--- config.mk ---
export PLATFORM = sky130hd
export DESIGN_NAME = core_run_ctrl_flat
export DESIGN_NICKNAME = d
export VERILOG_FILES = /design/src/rtl/core_run_ctrl_if.sv /design/src/rtl/core_run_ctrl.sv /design/src/flat_wrapper.sv
export SDC_FILE = /design/constraint.sdc
export NUM_CORES = 1
export LEC_CHECK = 0
export CAP_MARGIN = 20
export CORE_MARGIN = 8
export CORE_UTILIZATION = 51
export CTS_CLUSTER_DIAMETER = 30
export CTS_CLUSTER_SIZE = 14
export DETAILED_ROUTE_END_ITERATION = 8
export PLACE_DENSITY = 0.84
export SYNTH_ARGS = -nofsm -noshare
export SYNTH_HDL_FRONTEND = slang
export SYNTH_SLANG_ARGS = --single-unit
--- constraint.sdc ---
create_clock -name clk -period 5.3 [get_ports clk]
set_input_delay 1.59 -clock clk [delete_from_list [all_inputs] [get_ports clk]]
set_output_delay 1.59 -clock clk [all_outputs]
set_load 0.05 [all_outputs]
--- src/rtl/core_run_ctrl_if.sv ---
// -----------------------------------------------------------------------------
// core_run_ctrl_if
//   Bundles the control, observation and status signals between a run
//   sequencer (core_run_ctrl) and whoever drives it (board top or bench).
//
//   Optional feature macro: CORE_RUN_CTRL_PC_HIST_EN adds the HIST_DEPTH
//   parameter and the hist_idx / hist_pc signals.
//
//   Signals (direction seen from the slave / sequencer side):
//     start        in   single-cycle start pulse
//     abort        in   return to IDLE from RESET_HOLD or RUN
//     pc           in   core program counter, current cycle
//     instr        in   core fetched instruction, current cycle
//     core_rst     out  reset to the core
//     running      out  high while the core runs
//     done         out  high once the run has ended
//     halted       out  run ended by EBREAK or self-loop
//     timeout      out  run ended by budget exhaustion
//     cycle_count  out  RUN cycles elapsed (saturating)
//     halt_pc      out  pc captured at the end condition
//     dbg_state    out  FSM state: 0 IDLE, 1 RESET_HOLD, 2 RUN, 3 DONE
//     hist_idx     in   (optional) history entry, 0 = newest
//     hist_pc      out  (optional) pc stored at that history entry
//
//   Handshake: start and abort are sampled on every rising clk edge; the
//   sequencer never back-pressures, it simply ignores a start that arrives
//   outside IDLE/DONE and an abort that arrives outside RESET_HOLD/RUN.
// -----------------------------------------------------------------------------
interface core_run_ctrl_if #(
  parameter int W = 32
`ifdef CORE_RUN_CTRL_PC_HIST_EN
  , parameter int HIST_DEPTH = 4
`endif
);

  logic         start;
  logic         abort;
  logic [W-1:0] pc;
  logic [W-1:0] instr;
  logic         core_rst;
  logic         running;
  logic         done;
  logic         halted;
  logic         timeout;
  logic [W-1:0] cycle_count;
  logic [W-1:0] halt_pc;
  logic [1:0]   dbg_state;

`ifdef CORE_RUN_CTRL_PC_HIST_EN
  localparam int HW = (HIST_DEPTH > 1) ? $clog2(HIST_DEPTH) : 1;
  logic [HW-1:0] hist_idx;
  logic [W-1:0]  hist_pc;

  modport master (
    output start, abort, pc, instr, hist_idx,
    input  core_rst, running, done, halted, timeout, cycle_count, halt_pc,
           dbg_state, hist_pc
  );

  modport slave (
    input  start, abort, pc, instr, hist_idx,
    output core_rst, running, done, halted, timeout, cycle_count, halt_pc,
           dbg_state, hist_pc
  );
`else
  modport master (
    output start, abort, pc, instr,
    input  core_rst, running, done, halted, timeout, cycle_count, halt_pc,
           dbg_state
  );

  modport slave (
    input  start, abort, pc, instr,
    output core_rst, running, done, halted, timeout, cycle_count, halt_pc,
           dbg_state
  );
`endif

endinterface

--- src/rtl/core_run_ctrl.sv ---
// -----------------------------------------------------------------------------
// core_run_ctrl
//   Run/reset sequencer for the single-cycle RISC-V core. Holds the core in
//   reset for RST_CYCLES cycles after a start, lets it run under a budget of
//   MAX_CYCLES cycles, detects program end (EBREAK or a PC that stays put for
//   STALL_LIMIT cycles) and reports status plus a cycle count. All outputs
//   are registered.
//
//   Optional feature macro: CORE_RUN_CTRL_PC_HIST_EN
//     Adds a HIST_DEPTH-entry circular buffer of PCs recorded on every RUN
//     cycle whose pc differs from the previous one; read via hist_idx/hist_pc.
//
//   Ports:
//     clk   in   system clock, rising edge
//     rst   in   synchronous active-high reset
//     bus   slave modport of core_run_ctrl_if (start/abort/pc/instr in,
//           core_rst/running/done/halted/timeout/cycle_count/halt_pc/
//           dbg_state out, optional hist_idx in / hist_pc out)
// -----------------------------------------------------------------------------
module core_run_ctrl #(
  parameter int W           = 32,
  parameter int RST_CYCLES  = 4,
  parameter int MAX_CYCLES  = 500,
  parameter int STALL_LIMIT = 3
`ifdef CORE_RUN_CTRL_PC_HIST_EN
  , parameter int HIST_DEPTH = 4
`endif
) (
  input logic            clk,
  input logic            rst,
  core_run_ctrl_if.slave bus
);

  typedef enum logic [1:0] {
    S_IDLE = 2'd0,
    S_HOLD = 2'd1,
    S_RUN  = 2'd2,
    S_DONE = 2'd3
  } state_t;

  localparam int HCW = (RST_CYCLES > 1) ? $clog2(RST_CYCLES) : 1;
  localparam int SCW = $clog2(STALL_LIMIT);

  localparam logic [HCW-1:0] HOLD_INIT   = HCW'(RST_CYCLES - 1);
  localparam logic [SCW-1:0] STALL_LAST  = SCW'(STALL_LIMIT - 1);
  localparam logic [W-1:0]   BUDGET_LAST = W'(MAX_CYCLES - 1);
  localparam logic [31:0]    EBREAK      = 32'h0010_0073;

  state_t         state_q;
  logic [HCW-1:0] hold_q;
  logic [SCW-1:0] stall_q;
  logic [SCW-1:0] stall_d;
  logic           first_q;
  logic [W-1:0]   prev_pc_q;
  logic [W-1:0]   cycle_count_q;
  logic [W-1:0]   cycle_inc_d;
  logic [W-1:0]   halt_pc_q;
  logic           core_rst_q;
  logic           running_q;
  logic           done_q;
  logic           halted_q;
  logic           timeout_q;

  logic           pc_changed_d;
  logic           ebreak_d;
  logic           loop_d;
  logic           budget_d;
  logic           start_acc_d;

  // End-condition detection for the current RUN cycle. first_q makes the
  // first RUN cycle count as a pc change, so stale prev_pc_q never matters.
  always_comb begin
    pc_changed_d = first_q || (bus.pc != prev_pc_q);
    stall_d      = pc_changed_d ? '0 : stall_q + 1'b1;
    ebreak_d     = (32'(bus.instr) == EBREAK);
    loop_d       = !pc_changed_d && (stall_d == STALL_LAST);
    budget_d     = (cycle_count_q == BUDGET_LAST);
    cycle_inc_d  = (&cycle_count_q) ? cycle_count_q : cycle_count_q + 1'b1;
    start_acc_d  = bus.start && ((state_q == S_IDLE) || (state_q == S_DONE));
  end

  always_ff @(posedge clk) begin
    if (rst) begin
      state_q       <= S_IDLE;
      hold_q        <= '0;
      stall_q       <= '0;
      first_q       <= 1'b0;
      prev_pc_q     <= '0;
      cycle_count_q <= '0;
      halt_pc_q     <= '0;
      core_rst_q    <= 1'b1;
      running_q     <= 1'b0;
      done_q        <= 1'b0;
      halted_q      <= 1'b0;
      timeout_q     <= 1'b0;
    end else begin
      case (state_q)
        // start wins over a simultaneous abort here; abort is meaningless
        // in these two states.
        S_IDLE, S_DONE: begin
          if (start_acc_d) begin
            state_q       <= S_HOLD;
            hold_q        <= HOLD_INIT;
            cycle_count_q <= '0;
            halted_q      <= 1'b0;
            timeout_q     <= 1'b0;
            halt_pc_q     <= '0;
            done_q        <= 1'b0;
            running_q     <= 1'b0;
            core_rst_q    <= 1'b1;
          end
        end

        S_HOLD: begin
          if (bus.abort) begin
            state_q <= S_IDLE;
          end else if (hold_q == '0) begin
            // core_rst drops together with the move to RUN so that the
            // first RUN cycle already sees the core out of reset.
            state_q    <= S_RUN;
            core_rst_q <= 1'b0;
            running_q  <= 1'b1;
            first_q    <= 1'b1;
            stall_q    <= '0;
          end else begin
            hold_q <= hold_q - 1'b1;
          end
        end

        S_RUN: begin
          // The detecting cycle is itself a RUN cycle and is counted.
          cycle_count_q <= cycle_inc_d;
          prev_pc_q     <= bus.pc;
          stall_q       <= stall_d;
          first_q       <= 1'b0;
          if (bus.abort) begin
            state_q    <= S_IDLE;
            running_q  <= 1'b0;
            core_rst_q <= 1'b1;
          end else if (ebreak_d || loop_d) begin
            state_q    <= S_DONE;
            running_q  <= 1'b0;
            core_rst_q <= 1'b1;
            done_q     <= 1'b1;
            halted_q   <= 1'b1;
            halt_pc_q  <= bus.pc;
          end else if (budget_d) begin
            state_q    <= S_DONE;
            running_q  <= 1'b0;
            core_rst_q <= 1'b1;
            done_q     <= 1'b1;
            timeout_q  <= 1'b1;
            halt_pc_q  <= bus.pc;
          end
        end

        default: begin
          state_q <= S_IDLE;
        end
      endcase
    end
  end

  assign bus.core_rst    = core_rst_q;
  assign bus.running     = running_q;
  assign bus.done        = done_q;
  assign bus.halted      = halted_q;
  assign bus.timeout     = timeout_q;
  assign bus.cycle_count = cycle_count_q;
  assign bus.halt_pc     = halt_pc_q;
  assign bus.dbg_state   = state_q;

`ifdef CORE_RUN_CTRL_PC_HIST_EN
  localparam int HW = (HIST_DEPTH > 1) ? $clog2(HIST_DEPTH) : 1;

  logic [W-1:0]  hist_q [HIST_DEPTH];
  logic [HW-1:0] wr_ptr_q;
  logic [HW-1:0] rd_ptr_d;

  // Writes happen only in RUN, so the buffer freezes in DONE by itself.
  always_ff @(posedge clk) begin
    if (rst || start_acc_d) begin
      for (int i = 0; i < HIST_DEPTH; i++) begin
        hist_q[i] <= '0;
      end
      wr_ptr_q <= '0;
    end else if ((state_q == S_RUN) && pc_changed_d) begin
      hist_q[wr_ptr_q] <= bus.pc;
      wr_ptr_q         <= wr_ptr_q + 1'b1;
    end
  end

  // wr_ptr_q points at the next free slot; newest entry is one behind it.
  // Power-of-two depth makes the pointer arithmetic wrap naturally.
  assign rd_ptr_d    = wr_ptr_q - 1'b1 - bus.hist_idx;
  assign bus.hist_pc = hist_q[rd_ptr_d];
`endif

endmodule
--- src/flat_wrapper.sv ---
// flat-port wrapper written by rule: the top's interface ports become plain ports
module core_run_ctrl_flat 
#(
  parameter int W           = 32,
  parameter int RST_CYCLES  = 4,
  parameter int MAX_CYCLES  = 500,
  parameter int STALL_LIMIT = 3

)
  (clk, rst, bus_start, bus_abort, bus_pc, bus_instr, bus_core_rst, bus_running, bus_done, bus_halted, bus_timeout, bus_cycle_count, bus_halt_pc, bus_dbg_state);
  core_run_ctrl_if #(.W(W)) bus_i ();
  input logic clk;
  input logic rst;
  input wire logic [$bits(bus_i.start)-1:0] bus_start;
  input wire logic [$bits(bus_i.abort)-1:0] bus_abort;
  input wire logic [$bits(bus_i.pc)-1:0] bus_pc;
  input wire logic [$bits(bus_i.instr)-1:0] bus_instr;
  output wire logic [$bits(bus_i.core_rst)-1:0] bus_core_rst;
  output wire logic [$bits(bus_i.running)-1:0] bus_running;
  output wire logic [$bits(bus_i.done)-1:0] bus_done;
  output wire logic [$bits(bus_i.halted)-1:0] bus_halted;
  output wire logic [$bits(bus_i.timeout)-1:0] bus_timeout;
  output wire logic [$bits(bus_i.cycle_count)-1:0] bus_cycle_count;
  output wire logic [$bits(bus_i.halt_pc)-1:0] bus_halt_pc;
  output wire logic [$bits(bus_i.dbg_state)-1:0] bus_dbg_state;
  assign bus_i.start = bus_start;
  assign bus_i.abort = bus_abort;
  assign bus_i.pc = bus_pc;
  assign bus_i.instr = bus_instr;
  assign bus_core_rst = bus_i.core_rst;
  assign bus_running = bus_i.running;
  assign bus_done = bus_i.done;
  assign bus_halted = bus_i.halted;
  assign bus_timeout = bus_i.timeout;
  assign bus_cycle_count = bus_i.cycle_count;
  assign bus_halt_pc = bus_i.halt_pc;
  assign bus_dbg_state = bus_i.dbg_state;
  core_run_ctrl #(.W(W), .RST_CYCLES(RST_CYCLES), .MAX_CYCLES(MAX_CYCLES), .STALL_LIMIT(STALL_LIMIT)) u_core (.clk(clk), .rst(rst), .bus(bus_i));
endmodule
[After elaboration in Yosys (flattened, before gate mapping)]
Index checks and enable logic that the tools add are counted.
Widths: inputs -> output; s select.
Storage, ports and cells
  output and inout port bits: 71
  word-level logic and storage cells: 100
  register bits after elaboration: 108
Operators by class
  add/subtract/negate cells: 3
  equality and inequality tests: 19
  reduce and logical (&&, ||, !) cells: 21
  multiplexer cells: 45
Operators with widths (count)
  $mux 32: 5
  $pmux 32 s2: 2
  $add 32x1->32 const B: 1
  $eq 32x21->1 const B: 1
  $eq 32x9->1 const B: 1
  $ne 32x32->1: 1
  $reduce_and 32->1: 1
  $mux 2: 12
  $mux 1: 17
  $reduce_and 4->1: 4
  $ne 2x2->1 const B: 5
  $reduce_and 3->1: 3
  $ne 2x1->1 const B: 4
  $pmux 1 s2: 4
  $pmux 2 s2: 2
  $eq 2x2->1 const B: 3
  $pmux 1 s3: 2
  $pmux 2 s3: 1
  $reduce_bool 2->1: 3
  $reduce_and 5->1: 1
  $logic_not 2->1: 2
  $ne 4x2->1 const B: 1
  $logic_or 1x1->1: 3
  $ne 3x1->1 const B: 1
  other kinds (7): 8

[Longest topological paths before layout]
Gate-level depths: netlist of run 1.
  depth in word-level cells: 9
  depth in mapped cells: 11

[Least setup slack after synthesis of run 1]
OpenSTA, ideal clock, no wires.
  path kind: input to register
  start point: input bus_pc[16]
  end point: register u_core.halt_pc_q[0], in the netlist u_core.bus.halt_pc[0]
  stages on the path: 7
  required time: 5.240 ns
  data arrival time: 3.294 ns
  buffers on the path: 1
  slack: 1.946 ns
  path through: xnor2_1 > nand4_1 > or4_4 > o41ai_4 > o2111a_4 > buf_6 > a22o_1
Between the ends
  longest elaborated chain between the ends: 9
  elaborated cells on any way between the ends: 12
  classes of those cells: eq/ne (3); mux (4); reduce/logical (5)
Ends and longest elaborated chain
  start: declaration: line flat_wrapper.sv:16  | input wire logic [$bits(bus_i.pc)-1:0] bus_pc;
  $ne 32x32->1 *: line core_run_ctrl.sv:73  | pc_changed_d = first_q || (bus.pc != prev_pc_q);
  $logic_or 1x1->1 *: line core_run_ctrl.sv:73
  $mux 2: line core_run_ctrl.sv:74  | stall_d = pc_changed_d ? '0 : stall_q + 1'b1;
  $eq 2x2->1: line core_run_ctrl.sv:76  | loop_d = !pc_changed_d && (stall_d == STALL_LAST);
  $logic_and 1x1->1 *: line core_run_ctrl.sv:76
  $logic_or 1x1->1 *: line core_run_ctrl.sv:140  | end else if (ebreak_d || loop_d) begin
  $mux 32: line core_run_ctrl.sv:140
  $mux 32: line core_run_ctrl.sv:136  | if (bus.abort) begin
  $pmux 32 s2: line core_run_ctrl.sv:97  | case (state_q)
  end signal: assignment: line core_run_ctrl.sv:146  | halt_pc_q <= bus.pc;
  end signal: assignment: line core_run_ctrl.sv:153  | halt_pc_q <= bus.pc;
  end: declaration: line core_run_ctrl.sv:57  | logic [W-1:0] halt_pc_q;
Every way passes the cells marked *; elsewhere a longest branch is shown, timed or not. The select of a mux whose other input is x is not followed.
A chain may end at the register's enable or synchronous reset.

[Worst setup path after layout of run 1]
  start point: input bus_pc[16]
  end point: register u_core.halt_pc_q[1], in the netlist u_core.bus.halt_pc[1]
Same word-level chain as after synthesis.

==> out/metrics.csv, run 1 <==
stage;metric;value;unit
placed_design;port buffer count;138;
timing;Slew @ Worst Pin;0.846;ns
timing;setup_tns;0;ns
pwr;Leak;2.22;nW
placed_design;placed cell count;767;
status;outcome;finished, final reports clean;
detailed_routing;initial drt markers;224;
detailed_routing;WL/cell;17.7;um
yosys;Post-synth EDFFs;0;
global_route;gr ovfl total;0;
clocking;post-CTS sizing;0;
timing;Final Skew;0.0163;ns
yosys;Distinct cells, synth;46;
global_route;pin count of the biggest net entering global routing;41;
detailed_routing;routed vias/inst;5.69;
global_route;initial antenna violation count;0;
die;die area;12900;sq um
detailed_routing;drt drc;0;
die;Core Region;9240;sq um
die;die width;114;um
detailed_routing;antenna viol nets, final;0;
critical_path;CP Launch Type;input port;
timing;highest clock rate;259;MHz
detailed_routing;top sig layer;met4;
clocking;CTS root buffer;clkbuf_8;
clocking;hold_buf cts;0;
timing;Final Hold Vio Count;0;
pwr;Peak supply drop;0.130;mV
placed_design;DP Area;6340;sq um
critical_path;critical setup path kind;in2reg;
detailed_routing;met2 wire len;6950;um
cells_and_area;Design Area, Final;6540;sq um
die;I/O pins;139;
yosys;Most used DFF post-synth;dfxtp_1;
placed_design;Post-DP HPWL;10300;um
yosys;Synth Warn #;0;
yosys;synthesized flop and latch total;108;
cells_and_area;area grow syn2layout;34.7;%
die;Die H;114;um
pwr;part of the power in registers;0.533;
cells_and_area;Final #Nets;721;
placed_design;RePlAce Congestion;0.845;
clocking;maximum clock insertion buffer count;2;
placed_design;Place WS;1.04;ns
timing;Setup WS post-layout;1.44;ns
clocking;Reg clk slew, reported paths;0.10;ns
global_route;first-pass GRT wire length;21800;um
yosys;total nets after synthesis;593;
timing;Slew Viols, Final;0;
pwr;total net switching power;0.000447;W
pwr;Switching Share;0.285;
clocking;clk_lat worst skew;0.37;ns
critical_path;Crit. End Element;flop;
yosys;Post-Syn Area;4860;sq um
clocking;postcts setup bufs;0;
die;Initial Utilization;0.526;
yosys;FFs w/ async S/R, synth;0;
clocking;clock sink count;108;
detailed_routing;Detailed Routing Iterations Pass 1;4;
critical_path;arrival time worst endpoint;4.17;ns
clocking;Num CTS Buffers;9;
pwr;P_int;0.00112;W
detailed_routing;via count;4453;
global_route;Total GRT Usage;0.208;
yosys;Syn Area/Cell;9.32;sq um
global_route;vias in the first global route;4411;
timing;final-report setup violation count;0;
critical_path;Worst Path Required;5.61;ns
clocking;H-tree depth;3;
detailed_routing;WL final;13900;um
timing;Slew HR;0.433;
timing;fin crit period;3.86;ns
pwr;Clk pwr share;0.319;
pwr;power density over cell area;240;nW/um^2
yosys;Post-Synthesis Cells;521;
cells_and_area;layout cell share with drive strength beyond 1;0.0474;
min_path;worst min path class;reg2reg;
die;floorplan row count;35;
cells_and_area;diodes inserted;0;
detailed_routing;met3 wire length;1020;um
flow_run;maxcap violations;0;
detailed_routing;M1 wire length;5610;um
timing;Tcrit/Tclk final;0.728;
timing;RSZ-0062 raised after global routing;no;
pwr;Comb power frac;0.148;
yosys;Seq/Total Area, Yosys;0.445;
critical_path;worst-path maximum fanout;32;
cells_and_area;Post-Layout Cell Count;783;
clocking;CTS tree;built;
[power by group through the flow]
stage | registers [W] | logic [W] | clock network [W]
after global placement | 0.000853 | 0.000224 | 0
after global routing | 0.000838 | 0.000247 | 0.000540
after CTS | 0.000836 | 0.000231 | 0.000510
after floorplan | 0.000871 | 0.000108 | 0
final | 0.000836 | 0.000231 | 0.000500
after detailed placement | 0.000854 | 0.000229 | 0
[synth_stat cells (all sizes together), types with 2 or more instances]
cell type / instances / area share
a211oi: 3 / 0.0046
a21oi: 11 / 0.011
a22o: 32 / 0.058
and2: 3 / 0.0039
and3: 5 / 0.0064
and4: 3 / 0.0054
buf: 9 / 0.012
clkbuf: 18 / 0.014
dfxtp: 108 / 0.45
ha: 4 / 0.010
inv: 14 / 0.011
mux2i: 32 / 0.066
nand2: 21 / 0.016
nand3: 17 / 0.018
nand3b: 4 / 0.0062
nand4: 31 / 0.040
nand4b: 2 / 0.0036
nor2: 77 / 0.060
nor3: 11 / 0.011
nor4: 19 / 0.024
nor4b: 5 / 0.0090
o21ai: 6 / 0.0062
o31ai: 3 / 0.0046
or2: 3 / 0.0039
or3: 3 / 0.0039
or4: 2 / 0.0039
xnor2: 31 / 0.056
xor2: 31 / 0.056
[final cells by class]
cell class | count | area [sq um]
Inverter | 14 | 52.6
Sequential cell | 108 | 2160
Timing Repair Buffer | 144 | 1430
Tap cell | 129 | 161
Clock inverter | 6 | 65.1
Clock buffer | 10 | 138
Multi-Input combinational cell | 372 | 2540
Fill cell | 703 | 2700
[metal layers]
layer / vias to the layer above / global-route usage
li1: 2125 / -
met1: 2130 / 0.235
met2: 173 / 0.368
met3: 25 / 0.0497
met4: 0 / 0.0835
met5: - / 0
[sequential cells by signal, summed over array words and instances, names as in the netlist]
name	flops
u_core.bus.cycle_count	32
u_core.first_q	1
u_core.bus.core_rst	1
u_core.prev_pc_q	32
u_core.bus.timeout	1
u_core.hold_q	2
u_core.stall_q	2
u_core.bus.dbg_state	2
u_core.bus.halted	1
u_core.bus.done	1
u_core.bus.halt_pc	32
u_core.bus.running	1
[final timing paths]
kind / from / to / slack, ns / depth (start not counted)
hold / removal: u_core.bus.timeout$_SDFFE_PP0P_ / u_core.bus.timeout$_SDFFE_PP0P_ / 0.46 / 2
hold reg to reg: u_core.bus.timeout$_SDFFE_PP0P_ / u_core.bus.timeout$_SDFFE_PP0P_ / 0.46 / 2
setup reg to reg: u_core.bus.cycle_count[24]$_SDFFE_PP0P_ / u_core.bus.cycle_count[31]$_SDFFE_PP0P_ / 2.44 / 6
setup / recovery: bus_pc[16] / u_core.bus.halt_pc[1]$_SDFFE_PP0P_ / 1.44 / 7
[logic make-up after synthesis]
group,Yosys count,share of synthesized area
fa+ha+maj,4,0.0103
flops,108,0.445
mux,32,0.0659
buf+inv,41,0.0368
compound gates,62,0.104
simple gates,212,0.226
xor+xnor,62,0.112
[metrics by stage]
step                       util  hold slack (ns)  power (W)
after global routing      0.708            0.489    0.00163
after floorplan               -            0.437   0.000978
final                     0.708            0.457    0.00157
after global placement    0.686            0.437    0.00108
after detailed placement  0.686            0.447    0.00108
after CTS                 0.708            0.462    0.00158
[worst max-delay path: stages]
cell	delay, ns
clkdlybuf4s50_1	0.48
xnor2_1	0.30
nand4_1	0.14
or4_4	0.59
o41ai_4	0.41
o2111a_4	0.46
a22o_1	0.19
[placed cells by master, fill, tap and decap left out, drive strengths merged, types with 6 or more instances in the layout]
cell,count
clkdlybuf4s50,138
nand4,31
nor4,19
nand3,17
clkbuf,10
nor2,77
inv,17
buf,6
nand2,21
xor2,31
xnor2,31
dfxtp,108
a21oi,11
o21ai,6
nor3,11
mux2i,32
a22o,32
Note: power is estimated with default switching activity, not from simulation.
==> run 2: changes to the inputs <==
Settings changed: CORE_UTILIZATION 51 to 43, PLACE_DENSITY 0.84 to 0.75.
Clock period 5.3 ns to 3.5 ns, I/O delays scaled along.
==> run 2 against run 1 <==
Sequential power is 52% higher; critical path depth is 1 higher; combinational power is 61% higher; register-to-register slack worse by 1.6 ns; largest cell class unchanged; highest routed layer unchanged.
==> out/metrics.csv, run 2 (synthesis results as in run 1) <==
stage;metric;value;unit;change
global_route;gr ovfl total;0;;unchanged
global_route;first-pass GRT wire length;22800;um;was 21800 um
timing;Setup WS post-layout;0.228;ns;was 1.44 ns
critical_path;CP Cell Sequence;clkdlybuf4s50_1 > xnor2_1 > nand4_1 > or4_4 > o41ai_4 > o2111a_4 > buf_12 > a22o_1;;was clkdlybuf4s50_1 > xnor2_1 > nand4_1 > or4_4 > o41ai_4 > o2111a_4 > a22o_1
clocking;H-tree depth;3;;unchanged
die;Initial Utilization;0.433;;was 0.526
critical_path;worst-path maximum fanout;21;;was 32
timing;RSZ-0062 raised after global routing;no;;unchanged
placed_design;Post-DP HPWL;10600;um;was 10300 um
cells_and_area;layout cell share with drive strength beyond 1;0.0754;;was 0.0474
critical_path;delay-heaviest family, CP;compound AO/OA/AOI/OAI gates;;unchanged
die;I/O pins;139;;unchanged
detailed_routing;drt drc;0;;unchanged
detailed_routing;WL final;14300;um;was 13900 um
global_route;pin count of the biggest net entering global routing;41;;unchanged
detailed_routing;routed vias/inst;5.50;;was 5.69
cells_and_area;Final #Nets;743;;was 721
timing;Slew Viols, Final;0;;unchanged
critical_path;arrival time worst endpoint;3.57;ns;was 4.17 ns
pwr;power density over cell area;399;nW/um^2;was 240 nW/um^2
cells_and_area;Filler cells;978;;was 703
critical_path;critical setup path kind;in2reg;;unchanged
critical_path;Crit. End Element;flop;;unchanged
placed_design;placed cell count;803;;was 767
pwr;Leak;2.38;nW;was 2.22 nW
detailed_routing;initial drt markers;256;;was 224
flow_run;maxcap violations;0;;unchanged
global_route;Total GRT Usage;0.190;;was 0.208
critical_path;crit path max-delay cell type;or4_4;;unchanged
detailed_routing;WL/cell;17.5;um;was 17.7 um
die;Die H;122;um;was 114 um
die;die area;15000;sq um;was 12900 sq um
detailed_routing;Detailed Routing Iterations Pass 1;5;;was 4
cells_and_area;area grow syn2layout;41.1;%;was 34.7%
cells_and_area;diodes inserted;0;;unchanged
clocking;CTS root buffer;clkbuf_16;;was clkbuf_8
clocking;clk_lat worst skew;0.35;ns;was 0.37 ns
timing;Final Skew;0.00939;ns;was 0.0163 ns
cells_and_area;Post-Layout Cell Count;819;;was 783
placed_design;port buffer count;138;;unchanged
die;Core Region;11200;sq um;was 9240 sq um
detailed_routing;via count;4503;;was 4453
clocking;maximum clock insertion buffer count;2;;unchanged
clocking;post-CTS sizing;0;;unchanged
clocking;Num CTS Buffers;9;;unchanged
detailed_routing;antenna viol nets, final;0;;unchanged
critical_path;CP bufs+invs;2;;was 1
timing;fin crit period;3.27;ns;
die;die width;122;um;was 114 um
clocking;postcts setup bufs;0;;unchanged
placed_design;DP Area;6530;sq um;was 6340 sq um
critical_path;worst stage delay on the critical path;0.58;ns;was 0.59 ns
placed_design;RePlAce Congestion;0.879;;was 0.845
pwr;Peak supply drop;0.278;mV;was 0.130 mV
clocking;CTS tree;built;;unchanged
timing;Final Hold Vio Count;0;;unchanged
cells_and_area;commonest non-fill, non-tap cells in the layout;clkdlybuf4s50_1, dfxtp_1, nor2_1, a22o_1, mux2i_1;;unchanged
clocking;clock sink count;108;;unchanged
cells_and_area;Design Area, Final;6850;sq um;was 6540 sq um
placed_design;Place WS;-0.108;ns;was 1.04 ns
clocking;Reg clk slew, reported paths;0.07;ns;was 0.10 ns
timing;Tcrit/Tclk final;0.935;;
min_path;worst min path class;reg2reg;;unchanged
timing;highest clock rate;306;MHz;
timing;Slew @ Worst Pin;0.671;ns;was 0.846 ns
global_route;initial antenna violation count;0;;unchanged
die;floorplan row count;39;;was 35
critical_path;Worst Path Required;3.80;ns;was 5.61 ns
timing;final-report setup violation count;0;;unchanged
status;outcome;finished, final reports clean;;unchanged
cells_and_area;commonest non-fill, non-tap cell in the layout;clkdlybuf4s50_1;;unchanged
timing;Slew HR;0.549;;was 0.433
global_route;vias in the first global route;4508;;was 4411
critical_path;CP Launch Type;input port;;unchanged
timing;setup_tns;0;ns;unchanged
clocking;hold_buf cts;0;;unchanged
run 2: cell count changes in the layout (fill, tap and decap cells not counted), sizes merged:
| cell | previous run | this run |
|---|---|---|
| bufinv | 0 | 2 |
| clkinvlp | 0 | 1 |
| buf | 6 | 28 |
| inv | 17 | 15 |
| clkinv | 3 | 1 |
| clkbuf | 10 | 11 |
run 2: cell type report:
| class | instances | area, sq um | area share |
|---|---|---|---|
| repair buffers | 166 | 1600 | 0.234 |
| clock buffers | 11 | 233 | 0.0340 |
| inverters | 14 | 52.6 | 0.00767 |
| well taps | 143 | 179 | 0.0261 |
| multi-input cells | 372 | 2540 | 0.370 |
| clock inverters | 5 | 85.1 | 0.0124 |
| flip-flops and latches | 108 | 2160 | 0.316 |
run 2: tightest hold or removal path, stage by stage, from the launching register on:
cell and delay, ns:
dfxtp_1 0.31, inv_1 0.05, a21oi_1 0.05
run 2: power breakdown:
group          internal (W)  switching [W]
sequential          0.00125      0.0000177
combinational      0.000163       0.000210
clock              0.000632       0.000466
run 2: layer usage:
layer	vias up	global-route usage	share of wire
met2	163	0.329	0.50
met4	0	0.0571	0.014
met1	2152	0.221	0.41
met3	19	0.0570	0.073
met5	-	0	0
li1	2169	-	-
run 2: path summary, 6_finish.rpt:
kind,startpoint,endpoint,slack [ns],cells past startpoint
hold / removal,u_core.bus.timeout$_SDFFE_PP0P_,u_core.bus.timeout$_SDFFE_PP0P_,0.45,2
setup reg to reg,u_core.bus.cycle_count[1]$_SDFFE_PP0P_,u_core.bus.core_rst$_SDFFE_PP1P_,0.83,8
setup / recovery,bus_pc[16],u_core.bus.halt_pc[10]$_SDFFE_PP0P_,0.23,8
hold reg to reg,u_core.bus.timeout$_SDFFE_PP0P_,u_core.bus.timeout$_SDFFE_PP0P_,0.45,2
run 2: metrics by stage:
stage	hold WS, ns	total power, W	utilization
after floorplan	0.437	0.00148	-
after global placement	0.438	0.00165	0.582
after detailed placement	0.442	0.00166	0.582
after CTS	0.453	0.00275	0.610
after global routing	0.477	0.00282	0.610
final	0.452	0.00274	0.610
